## src/rtl/midi_uart_rx.sv

```systemverilog
// MIDI serial receiver: 2-flop synchroniser, 3-sample majority bit decision,
// byte and framing-error strobes, and a retriggerable activity indicator.
package midi_uart_rx_pkg;
    typedef logic [7:0] midi_byte_t;
endpackage

module midi_uart_rx
    import midi_uart_rx_pkg::*;
#(
    parameter int CLK_HZ   = 12_288_000,
    parameter int BAUD     = 31_250,
    parameter int ACT_CLKS = 1_228_800
) (
    input  logic       i_clk_aud,
    input  logic       i_aud_rst,
    input  logic       i_midi_rx,
    output logic       o_byte_valid,
    output midi_byte_t o_midi_byte,
    output logic       o_frame_err,
    output logic       o_activity
);
    localparam int BIT_CLKS = (CLK_HZ + BAUD / 2) / BAUD;
    localparam int HALF     = BIT_CLKS / 2;
    localparam int CNT_W    = $clog2(BIT_CLKS);
    localparam int ACT_W    = (ACT_CLKS > 1) ? $clog2(ACT_CLKS) : 1;

    localparam logic [CNT_W-1:0] CNT_S0   = CNT_W'(HALF - 1);
    localparam logic [CNT_W-1:0] CNT_S1   = CNT_W'(HALF);
    localparam logic [CNT_W-1:0] CNT_DEC  = CNT_W'(HALF + 1);
    localparam logic [CNT_W-1:0] CNT_LAST = CNT_W'(BIT_CLKS - 1);
    localparam logic [ACT_W-1:0] ACT_LOAD = ACT_W'(ACT_CLKS - 1);

    if (BIT_CLKS < 8) begin : g_bit_clks_check
        $error("midi_uart_rx: BIT_CLKS must be at least 8");
    end

    typedef enum logic [2:0] {ST_BREAK, ST_IDLE, ST_START, ST_DATA, ST_STOP} state_t;

    state_t           state;
    logic             sync_1;
    logic             rx_s;
    logic [CNT_W-1:0] cnt;
    logic [2:0]       bit_idx;
    logic [1:0]       samp;
    logic [7:0]       shift;
    logic [ACT_W-1:0] act_cnt;
    logic             maj;
    logic             dec;
    logic             last;

    always_ff @(posedge i_clk_aud or posedge i_aud_rst) begin
        if (i_aud_rst) begin
            sync_1 <= 1'b1;
            rx_s   <= 1'b1;
        end else begin
            sync_1 <= i_midi_rx;
            rx_s   <= sync_1;
        end
    end

    // Third sample is the live rx_s at the decision point.
    assign maj  = (samp[0] & samp[1]) | (samp[0] & rx_s) | (samp[1] & rx_s);
    assign dec  = (cnt == CNT_DEC);
    assign last = (cnt == CNT_LAST);

    always_ff @(posedge i_clk_aud or posedge i_aud_rst) begin
        if (i_aud_rst) begin
            state        <= ST_BREAK;
            cnt          <= '0;
            bit_idx      <= '0;
            samp         <= '0;
            shift        <= '0;
            o_midi_byte  <= '0;
            o_byte_valid <= 1'b0;
            o_frame_err  <= 1'b0;
        end else begin
            o_byte_valid <= 1'b0;
            o_frame_err  <= 1'b0;
            if (state == ST_START || state == ST_DATA || state == ST_STOP) begin
                cnt <= last ? '0 : cnt + 1'b1;
                if (cnt == CNT_S0) samp[0] <= rx_s;
                if (cnt == CNT_S1) samp[1] <= rx_s;
            end
            case (state)
                ST_BREAK: begin
                    if (rx_s) state <= ST_IDLE;
                end
                ST_IDLE: begin
                    if (!rx_s) begin
                        state <= ST_START;
                        cnt   <= '0;
                    end
                end
                ST_START: begin
                    if (dec && maj) begin
                        state <= ST_IDLE;
                    end else if (last) begin
                        state   <= ST_DATA;
                        bit_idx <= '0;
                    end
                end
                ST_DATA: begin
                    if (dec) shift <= {maj, shift[7:1]};
                    if (last) begin
                        if (bit_idx == 3'd7) state <= ST_STOP;
                        else bit_idx <= bit_idx + 3'd1;
                    end
                end
                ST_STOP: begin
                    // Leave at the decision point so a following start bit is not missed.
                    if (dec) begin
                        if (maj) begin
                            o_midi_byte  <= shift;
                            o_byte_valid <= 1'b1;
                            state        <= ST_IDLE;
                        end else begin
                            o_frame_err <= 1'b1;
                            state       <= ST_BREAK;
                        end
                    end
                end
                default: state <= ST_BREAK;
            endcase
        end
    end

    // Loaded during the strobe cycle; the strobe term covers that first cycle.
    always_ff @(posedge i_clk_aud or posedge i_aud_rst) begin
        if (i_aud_rst) begin
            act_cnt <= '0;
        end else if (o_byte_valid) begin
            act_cnt <= ACT_LOAD;
        end else if (act_cnt != '0) begin
            act_cnt <= act_cnt - 1'b1;
        end
    end

    assign o_activity = o_byte_valid | (act_cnt != '0);

endmodule

```

## config.mk

```make
export PLATFORM = sky130hd
export DESIGN_NAME = midi_uart_rx
export DESIGN_NICKNAME = d
export VERILOG_FILES = /design/src/rtl/midi_uart_rx.sv
export SDC_FILE = /design/constraint.sdc
export NUM_CORES = 1
export LEC_CHECK = 0
export BUFFER_PORTS_ARGS = -buffer_cell sky130_fd_sc_hd__buf_2
export CAP_MARGIN = 20
export CORE_ASPECT_RATIO = 0.6
export CORE_MARGIN = 2
export CORE_UTILIZATION = 50
export DETAILED_ROUTE_END_ITERATION = 10
export PLACE_DENSITY = 0.67
export SETUP_SLACK_MARGIN = 0.05
export SLEW_MARGIN = 20
export SYNTH_ARGS = -nofsm -noshare
export SYNTH_HDL_FRONTEND = slang
export SYNTH_SLANG_ARGS = --single-unit
```

## constraint.sdc

```tcl
create_clock -name i_clk_aud -period 4.25 [get_ports i_clk_aud]
set_input_delay 0.85 -clock i_clk_aud [delete_from_list [all_inputs] [get_ports i_clk_aud]]
set_output_delay 0.85 -clock i_clk_aud [all_outputs]
set_load 0.05 [all_outputs]
```

==> impl_metrics.tcl <==
set metrics [dict create \
    diodes 0 \
    hold_viol 0 \
    power_density_nw_per_um2 397 \
    drive_gt1_share_pct 22.7 \
    wl_per_cell_um 15.9 \
    mostFrequentLayoutCell "dfrtp_1" \
    rsz0062_at_grt "no" \
    synth_nets 298 \
    clock_tree.buffer_depth 2 \
    finalCriticalPeriod_ps 3390 \
    synth_area_per_cell_sq_um 10.7 \
    grt_util_all_layers_pct 20.0 \
    gr-total-overflow 0 \
    critical_path_class "reg2out" \
    clock-sinks 58 \
    boundaryPins 14 \
    cpLargestDelayFamily "simple AND/OR/NAND/NOR gates" \
    peakVddDrop_uv 226 \
    dieArea_sq_um 6810 \
    required_ps 3400 \
    grt_max_degree 50 \
    holdPathStages 0 \
    drv_cap 0 \
    synth_seq_cells 58 \
    drc 0 \
    clk_latency_ps 330 \
    seqCellArea_sq_um 1450 \
    final-setup-viol-count 0 \
    crit_buf_inv 1 \
    portBuffers 13 \
    ys_seq_area_share_pct 47.3 \
    grt_pass1_vias 2063 \
    syn_area_sq_um 3080 \
    synth_cell_types 63 \
    critPathMaxStageDelay_ps 730 \
    tightest_slew_ps 897 \
    min_path_type "reg2reg" \
    ff2ff_path_depth 4 \
    crit_chain "or4_1 > or4_4 > nor2_4 > nand2_1 > buf_2" \
    synth_edf_count 0 \
    worst-path-stages 5 \
    dp_cells 376 \
    num_rows 22 \
    end_kind "output pin" \
    cts_buffers 9 \
    clk_pin_slew_ps 70 \
    root_buffer "clkbuf_8" \
    skew_ps 8.76 \
    multi_input_area_sq_um 1530 \
    die_w_um 105 \
    utilization_pct 55.8 \
    async_reset_ff_share_pct 100 \
    timing.fmax_mhz 295 \
    first_pass_iters 5 \
    ys_warn_count 0 \
    cpMaxStageDelayCell "or4_1" \
    cts_hold_buf 0 \
    power.leakage_uw 0.00164 \
    path_max_fanout 8 \
    maxSlewHeadroom_pct 39.4 \
    cts_tree "yes" \
    grt_pass1_wl_um 10500 \
    final_cell_mix "dfrtp_1 (56), nor2_1 (20), nand2_1 (19)" \
    tns_ps 0 \
    synth_cells 288 \
    final_cells 392 \
    hold_slack_ps 358 \
    initialDrtViolationCount 336 \
    status "complete, no violations" \
    arrival_ps 2540 \
    fill_cells 527 \
    num_vias 2313 \
    postCtsSetupRepairBufs 0 \
    slew_viol_final 0 \
    drt-total-wl_um 6220 \
    nets 313 \
    fp.dieH_um 64.8 \
    start_util_pct 51.0 \
    ctsResizeCount 0 \
    globalplace.congestion 0.852 \
    core_area_sq_um 6030 \
    antenna_left 0 \
    synthFlopType "dfrtp_1" \
    via_per_inst 5.90 \
    area_delta_synth_final_pct 9.32 \
    htree_levels 3 \
    antenna_found_initial 0 \
    place_hpwl_um 4360 \
    start_kind "flip-flop" \
    post-route-period-util_pct 79.8 \
]
==> stage by stage <==
step / cell area (sq um) / power [uW] / setup slack (ps)
after floorplan: 3080 / 856 / 1350
after global placement: 3190 / 903 / 1240
after detailed placement: 3190 / 905 / 1220
after CTS: 3360 / 1350 / 849
after global routing: 3360 / 1430 / 768
final: 3360 / 1330 / 858
==> cell families after synthesis <==
group           count (synthesis)  synth area share [%]
flops                          58                  47.3
xor+xnor                        7                  1.99
compound gates                 60                  12.9
simple gates                  113                  23.1
buf+inv                        19                  3.13
fa+ha+maj                       8                  3.17
mux                            23                  8.38
==> report_power, final <==
group | leakage [uW] | internal [uW] | switching (uW)
registers | 0.000794 | 590 | 84.0
clock network | 0.0000851 | 224 | 214
logic | 0.000766 | 97.8 | 123
total | 0.00164 | 912 | 422
==> cells in the mapped netlist, types with 2 or more instances <==
cell type | count | area (sq um)
nand4_1 | 5 | 31.3
buf_6 | 3 | 33.8
a22o_1 | 2 | 17.5
ha_1 | 7 | 87.6
o211ai_1 | 5 | 37.5
dfstp_2 | 2 | 52.6
or3_2 | 2 | 15.0
clkbuf_1 | 5 | 18.8
nor4_1 | 6 | 37.5
o21bai_1 | 2 | 15.0
or2_2 | 5 | 31.3
nand2_1 | 19 | 71.3
mux2i_1 | 4 | 40.0
o31ai_1 | 7 | 52.6
a31oi_1 | 3 | 18.8
or3_1 | 4 | 25.0
nor4_4 | 3 | 63.8
o2111ai_1 | 3 | 26.3
a21oi_1 | 13 | 65.1
nor2b_1 | 3 | 18.8
inv_1 | 8 | 30.0
nand2b_1 | 2 | 12.5
and2_1 | 3 | 18.8
buf_2 | 2 | 10.0
o21ai_0 | 11 | 55.1
nor3_1 | 6 | 30.0
dfrtp_1 | 56 | 1400
a211o_1 | 2 | 17.5
and4_1 | 2 | 17.5
nor2_1 | 20 | 75.1
nor4bb_1 | 3 | 30.0
xor2_1 | 6 | 52.6
nand3_1 | 11 | 55.1
nor3b_1 | 2 | 15.0
or4_1 | 5 | 37.5
o21ai_1 | 2 | 10.0
mux2_2 | 18 | 203
==> routing by layer <==
layer  vias to the layer above  global-route usage [%]  part of all wire, %
met5                         -                       0                    0
met2                        84                    24.7                   36
met1                      1106                    32.4                   56
met4                         0                    7.50                  1.2
li1                       1114                       -                    -
met3                         9                    4.83                  6.3
==> layout make-up <==
class / instances / area share [%]
Multi-Input combinational cell: 211 / 45.4
Inverter: 9 / 1.00
Clock buffer: 11 / 4.21
Tap cell: 84 / 3.13
Timing Repair Buffer: 14 / 2.16
Sequential cell: 58 / 43.2
Clock inverter: 5 / 0.893
==> path summary, 6_finish.rpt <==
path / startpoint / end / slack [ps]
worst max register to register: act_cnt[3]$_DFFE_PP0P_ / act_cnt[19]$_DFFE_PP0P_ / 1750
worst min-delay path: sync_1$_DFF_PP1_ / rx_s$_DFF_PP1_ / 360
worst max-delay path: act_cnt[16]$_DFFE_PP0P_ / o_activity / 860
worst min register to register: sync_1$_DFF_PP1_ / rx_s$_DFF_PP1_ / 360
min in group asynchronous: i_aud_rst / cnt[4]$_DFF_PP0_ / 410
max in group asynchronous: i_aud_rst / act_cnt[15]$_DFFE_PP0P_ / 2970
==> sequential cells by signal (all words and copies together), names as in the netlist <==
name / flops
act_cnt: 21
bit_idx: 3
cnt: 9
o_byte_valid: 1
o_frame_err: 1
o_midi_byte: 8
rx_s: 1
samp: 2
shift: 8
state: 3
sync_1: 1
No activity file was read; power rests on OpenSTA's default activity.
